[src/rtl/branch_pkg.sv]
// Shared types and constants for the branch resolver and its outcome queue.
package branch_pkg;

  localparam int unsigned DEFAULT_DEPTH = 4;

  localparam logic PRED_TAKEN     = 1'b1;
  localparam logic PRED_NOT_TAKEN = 1'b0;

  typedef struct packed {
    logic pred;
  } branch_entry_t;

  function automatic logic is_mispredict(input branch_entry_t entry, input logic taken);
    return entry.pred != taken;
  endfunction

endpackage

[src/rtl/outcome_fifo.sv]
// Prediction queue with a reserve pointer (slot claimed at fetch) ahead of the
// write pointer (slot filled when the prediction arrives), plus a full flush.
module outcome_fifo
  import branch_pkg::*;
#(
  parameter int unsigned DEPTH = DEFAULT_DEPTH,
  localparam int unsigned AW = $clog2(DEPTH),
  localparam int unsigned PW = AW + 1
) (
  input  logic          clk,
  input  logic          rst_n,
  input  logic          flush,
  input  logic          reserve,
  input  logic          write,
  input  branch_entry_t wdata,
  input  logic          pop,
  output branch_entry_t rdata,
  output logic [PW-1:0] occupancy,
  output logic [PW-1:0] captured
);

  branch_entry_t mem [DEPTH];

  logic [PW-1:0] rd_ptr;
  logic [PW-1:0] wr_ptr;
  logic [PW-1:0] rsv_ptr;

  // Pointers carry one extra bit so full and empty differ without a count register.
  assign occupancy = rsv_ptr - rd_ptr;
  assign captured  = wr_ptr - rd_ptr;
  assign rdata     = mem[rd_ptr[AW-1:0]];

  always_ff @(posedge clk or negedge rst_n) begin
    if (!rst_n) begin
      rd_ptr  <= '0;
      wr_ptr  <= '0;
      rsv_ptr <= '0;
    end else if (flush) begin
      rd_ptr  <= '0;
      wr_ptr  <= '0;
      rsv_ptr <= '0;
    end else begin
      if (reserve) rsv_ptr <= rsv_ptr + 1'b1;
      if (write)   wr_ptr  <= wr_ptr + 1'b1;
      if (pop)     rd_ptr  <= rd_ptr + 1'b1;
    end
  end

  always_ff @(posedge clk) begin
    if (write && !flush) mem[wr_ptr[AW-1:0]] <= wdata;
  end

endmodule

[src/rtl/branch_resolver.sv]
// Queues branch predictions in program order and resolves them against execute.
// Optional statistics counters: define BRANCH_RESOLVER_STATS_EN.
module branch_resolver
  import branch_pkg::*;
#(
  parameter int unsigned DEPTH = DEFAULT_DEPTH,
  parameter int unsigned CNT_W = 16
) (
  input  logic             clk,
  input  logic             rst_n,
  input  logic             fetch_valid,
  output logic             fetch_ready,
  output logic             pred_request,
  input  logic             pred_in,
  output logic             pred_bit,
  input  logic             exec_valid,
  input  logic             exec_taken,
  output logic             exec_ready,
  output logic             upd_result,
  output logic             upd_taken,
  output logic             mispredict,
  output logic [CNT_W-1:0] branch_count,
  output logic [CNT_W-1:0] mispred_count
);

  localparam int unsigned PW = $clog2(DEPTH) + 1;

  logic          pending;
  logic          accept;
  logic          resolve;
  logic          mis;
  branch_entry_t head;
  branch_entry_t cap_entry;
  logic [PW-1:0] occupancy;
  logic [PW-1:0] captured;

  // Readiness depends on registered state only, so exec_valid never reaches fetch_ready.
  assign fetch_ready  = occupancy < PW'(DEPTH);
  assign pred_request = fetch_valid & fetch_ready;
  assign accept       = pred_request;
  assign exec_ready   = captured != '0;
  assign resolve      = exec_valid & exec_ready;
  assign mis          = resolve & is_mispredict(head, exec_taken);
  assign cap_entry    = '{pred: pred_in};

  outcome_fifo #(
    .DEPTH (DEPTH)
  ) u_fifo (
    .clk       (clk),
    .rst_n     (rst_n),
    .flush     (mis),
    .reserve   (accept),
    .write     (pending),
    .wdata     (cap_entry),
    .pop       (resolve),
    .rdata     (head),
    .occupancy (occupancy),
    .captured  (captured)
  );

  // A mispredict also drops the capture owed to a fetch accepted in the same cycle.
  always_ff @(posedge clk or negedge rst_n) begin
    if (!rst_n) begin
      pending <= 1'b0;
    end else if (mis) begin
      pending <= 1'b0;
    end else begin
      pending <= accept;
    end
  end

  always_ff @(posedge clk or negedge rst_n) begin
    if (!rst_n) begin
      pred_bit <= 1'b0;
    end else if (pending) begin
      pred_bit <= pred_in;
    end
  end

  always_ff @(posedge clk or negedge rst_n) begin
    if (!rst_n) begin
      upd_result <= 1'b0;
      upd_taken  <= 1'b0;
      mispredict <= 1'b0;
    end else begin
      upd_result <= resolve;
      upd_taken  <= resolve & exec_taken;
      mispredict <= mis;
    end
  end

`ifdef BRANCH_RESOLVER_STATS_EN
  logic [CNT_W-1:0] branch_q;
  logic [CNT_W-1:0] mispred_q;

  always_ff @(posedge clk or negedge rst_n) begin
    if (!rst_n) begin
      branch_q  <= '0;
      mispred_q <= '0;
    end else begin
      if (resolve && branch_q != '1) branch_q  <= branch_q + 1'b1;
      if (mis && mispred_q != '1)    mispred_q <= mispred_q + 1'b1;
    end
  end

  assign branch_count  = branch_q;
  assign mispred_count = mispred_q;
`else
  assign branch_count  = '0;
  assign mispred_count = '0;
`endif

endmodule

[config.mk]
export PLATFORM = sky130hd
export DESIGN_NAME = branch_resolver
export DESIGN_NICKNAME = d
export VERILOG_FILES = /design/src/rtl/branch_pkg.sv /design/src/rtl/outcome_fifo.sv /design/src/rtl/branch_resolver.sv
export SDC_FILE = /design/constraint.sdc
export NUM_CORES = 1
export LEC_CHECK = 0
export ABC_AREA = 1
export CAP_MARGIN = 5
export CORE_MARGIN = 4
export CORE_UTILIZATION = 48
export DETAILED_ROUTE_END_ITERATION = 8
export PLACE_DENSITY = 0.85
export RECOVER_POWER = 50
export SYNTH_ARGS = -nofsm -noshare
export SYNTH_HDL_FRONTEND = slang
export SYNTH_SLANG_ARGS = --single-unit
[constraint.sdc]
create_clock -name clk -period 2.8 [get_ports clk]
set_input_delay 0.56 -clock clk [delete_from_list [all_inputs] [get_ports clk]]
set_output_delay 0.56 -clock clk [all_outputs]
set_load 0.1 [all_outputs]
==> key figures <==
Setup path
  • Critical Path Sink: exec_ready
  • Buf/Inv on CP: 2
  • Crit-path leading delay family: buffers and inverters
  • Sequence of cells on the critical path: inv_1, ha_1, a21oi_1, nand2_1, nand3_1, buf_4
  • Reg2Reg Setup Slack: a little over 0.8 ns
  • Critical path class: flip-flop to output port
  • Crit path launch type: flip-flop
  • R2R Path Start: u_fifo.rd_ptr[1]
  • Worst path required time: 2.24 ns
  • FF-to-FF End: u_fifo.mem[3]
  • Critical Path End Type: output port
  • Stages on worst setup path: 6
  • Crit path max fanout: 4
  • Worst EP arrival: between 1.5 and 2 ns
  • Largest stage delay on the critical path: between 0.4 and 0.5 ns
  • CP max-delay cell: dfrtp_1
  • Crit. Startpoint: u_fifo.rd_ptr[1]
  • Reg2Reg Depth: 8

Die
  • Chip height: 59.0 µm
  • Die area: between 3000 and 4000 µm²
  • Rows: 18
  • Die Span X: roughly 59 µm
  • Initial Util: 50.4%
  • I/O Pins: 45
  • Core Box Area: approximately 2500 µm²

Synth
  • Syn. warnings: 0
  • Sequential share of the synthesized area: a little under two fifths
  • FF+latch count, synth: 18
  • Synth Area in XOR/XNOR: 2.11%
  • Netlist cell types: 19
  • Adder-cell area share of the yosys netlist: a little under a tenth
  • Cells after Synth: about 150
  • Simple-Gate Fraction of Synth Area: ~22%
  • Syn avg cell area: about 8.3 µm²
  • Cell area after synthesis: 1250 µm²
  • Synth top area cells: dfrtp_1, buf_4, nand2_1
  • Largest family of logic cells by synthesized area: buffers and inverters
  • Compound-cell area share of the yosys netlist: 2.01%
  • Mux share of post-synthesis cell area: 0%
  • Yosys top cell by area: dfrtp_1
  • Yosys top cell area share: between 20% and 30%

Final layout
  • Commonest non-fill, non-tap cells in the layout: nand2_1, conb_1, nand3_1
  • Fill count: 247
  • Most common cell after layout, fill and taps aside: nand2_1
  • Layout Cells excl Fill: slightly below 200
  • Fraction of layout cells with a size suffix above 1: 9.70%
  • Area grow syn2layout: 3.61%
  • Antenna cells: 0
  • Nets@finish: between 150 and 200

STA
  • RSZ-0062 raised after global routing: false
  • Fmax: around 0.43 GHz
  • Max Clock Skew: between 0.005 and 0.006 ns
  • Post-route setup TNS: 0 ns
  • Slew Viols, Final: 0
  • Slew HR: around 23%
  • Measured slew at the worst slew-check pin: 1.16 ns
  • Setup WS post-layout: approximately 0.47 ns
  • Final min period: 2.33 ns
  • Final Cycle Share: 83.2%
  • Final Hold Fails: 0
  • Final setup violation count: 0

GRT
  • Vias in the first global route: 772
  • Initial antenna violation count: 0
  • Global route overflow: 0
  • Largest net degree at the start of global routing: 15
  • First-pass GRT wire length: 3190 µm
  • GR Util All Layers: a little under an eighth

Placement
  • Post-Place Cells: 191
  • RePlAce Congestion: 0.875
  • DP HPWL: 1570 µm
  • Place WS: 0.809 ns
  • Port Buf Inserts: 12

Clocking
  • Post-CTS setup buffer count: 0
  • CTS tree: built
  • Post-CTS Hold Buffers: 0
  • Clock buffer count from CTS: 3
  • Root buffer cell: clkbuf_4
  • CTS resizes: 0
  • Clock Pin Slew Worst Setup and Hold Paths: around 0.10 ns
  • H-tree levels: 1
  • Clock Tree Buf Depth: 2
  • Clock latency on the worst-skew pair: approximately 0.29 ns
  • Sink Count: 18

Routing
  • DRT iter0 DRCs: 14
  • Router iterations before antenna repair: 4
  • DRC violations left: 0
  • Vias: about 840
  • WL/cell: ~9.9 µm
  • Post-route ant nets: 0
  • Vias per std cell: between 4 and 5
  • DRT Wirelength: between 1500 and 2000 µm

Run
  • MaxCap Viol Count: 0

Worst hold path
  • Hold Path Class: flip-flop to flip-flop

Outcome
  • Status: completed
==> per-layer routing <==
metal,up-vias,share of wire [%],global-route usage (%)
met2,27,49,19.2
met5,-,0,0
li1,435,-,-
met1,375,42,14.6
met3,4,8.1,4.14
met4,0,1.3,4.53
==> kinds of logic (layout without fill, tap and decap cells) <==
logic type               count (synthesis)  count (layout)
AND/OR/NAND/NOR                         62              62
buffers and inverters                   53              36
flip-flops                              18              18
adder cells (fa/ha/maj)                  9               9
AO/OA/AOI/OAI                            5               5
XOR/XNOR                                 3               3
other                                    1              32
==> cells in the mapped netlist, drive strengths merged <==
master   n
dfrtp   14
xor2     3
buf     33
ha       9
nand2   36
nand4    1
conb     1
o21ai    3
inv     20
a21oi    2
nand3   19
edfxtp   4
nor2     6
==> layout make-up <==
class                           count  area (µm²)  share of cell area, %
Multi-Input combinational cell    111         559                   43.3
Inverter                           20        77.6                   6.00
Clock buffer                        4        36.3                   2.81
Timing Repair Buffer               12         111                   8.62
Tap cell                           30        37.5                   2.90
Sequential cell                    18         470                   36.4
==> how the worst min path moves through the flow <==
stage | start | to | slack (ns) | depth (start not counted)
after floorplan | rst_n | mispredict | 0.26 | 0
after global placement | pred_bit | pred_bit | 0.47 | 2
after detailed placement | pred_bit | pred_bit | 0.46 | 2
after CTS | pred_bit | pred_bit | 0.50 | 2
after global routing | pred_bit | pred_bit | 0.55 | 2
final | pred_bit | pred_bit | 0.49 | 2
==> worst min-delay path, stage by stage, from the launching register on <==
cell and delay, ns:
dfrtp_1 0.36, nand2_1 0.05, nand2_1 0.05
==> through the flow <==
stage	cell area (µm²)	util [%]	hold slack, ns
after floorplan	1360	-	0.264
after global placement	1260	51.1	0.468
after detailed placement	1260	51.1	0.464
after CTS	1300	52.5	0.495
after global routing	1290	52.2	0.550
final	1290	52.2	0.494
==> sequential cells by signal, indices dropped and copies added (netlist names) <==
register,count
upd_result,1
pending,1
upd_taken,1
mispredict,1
u_fifo.wr_ptr,3
u_fifo.rsv_ptr,3
u_fifo.mem,4
pred_bit,1
u_fifo.rd_ptr,3
Power is not shown: default switching activity piles up to over one toggle a cycle in this logic, so the estimate is an artifact.
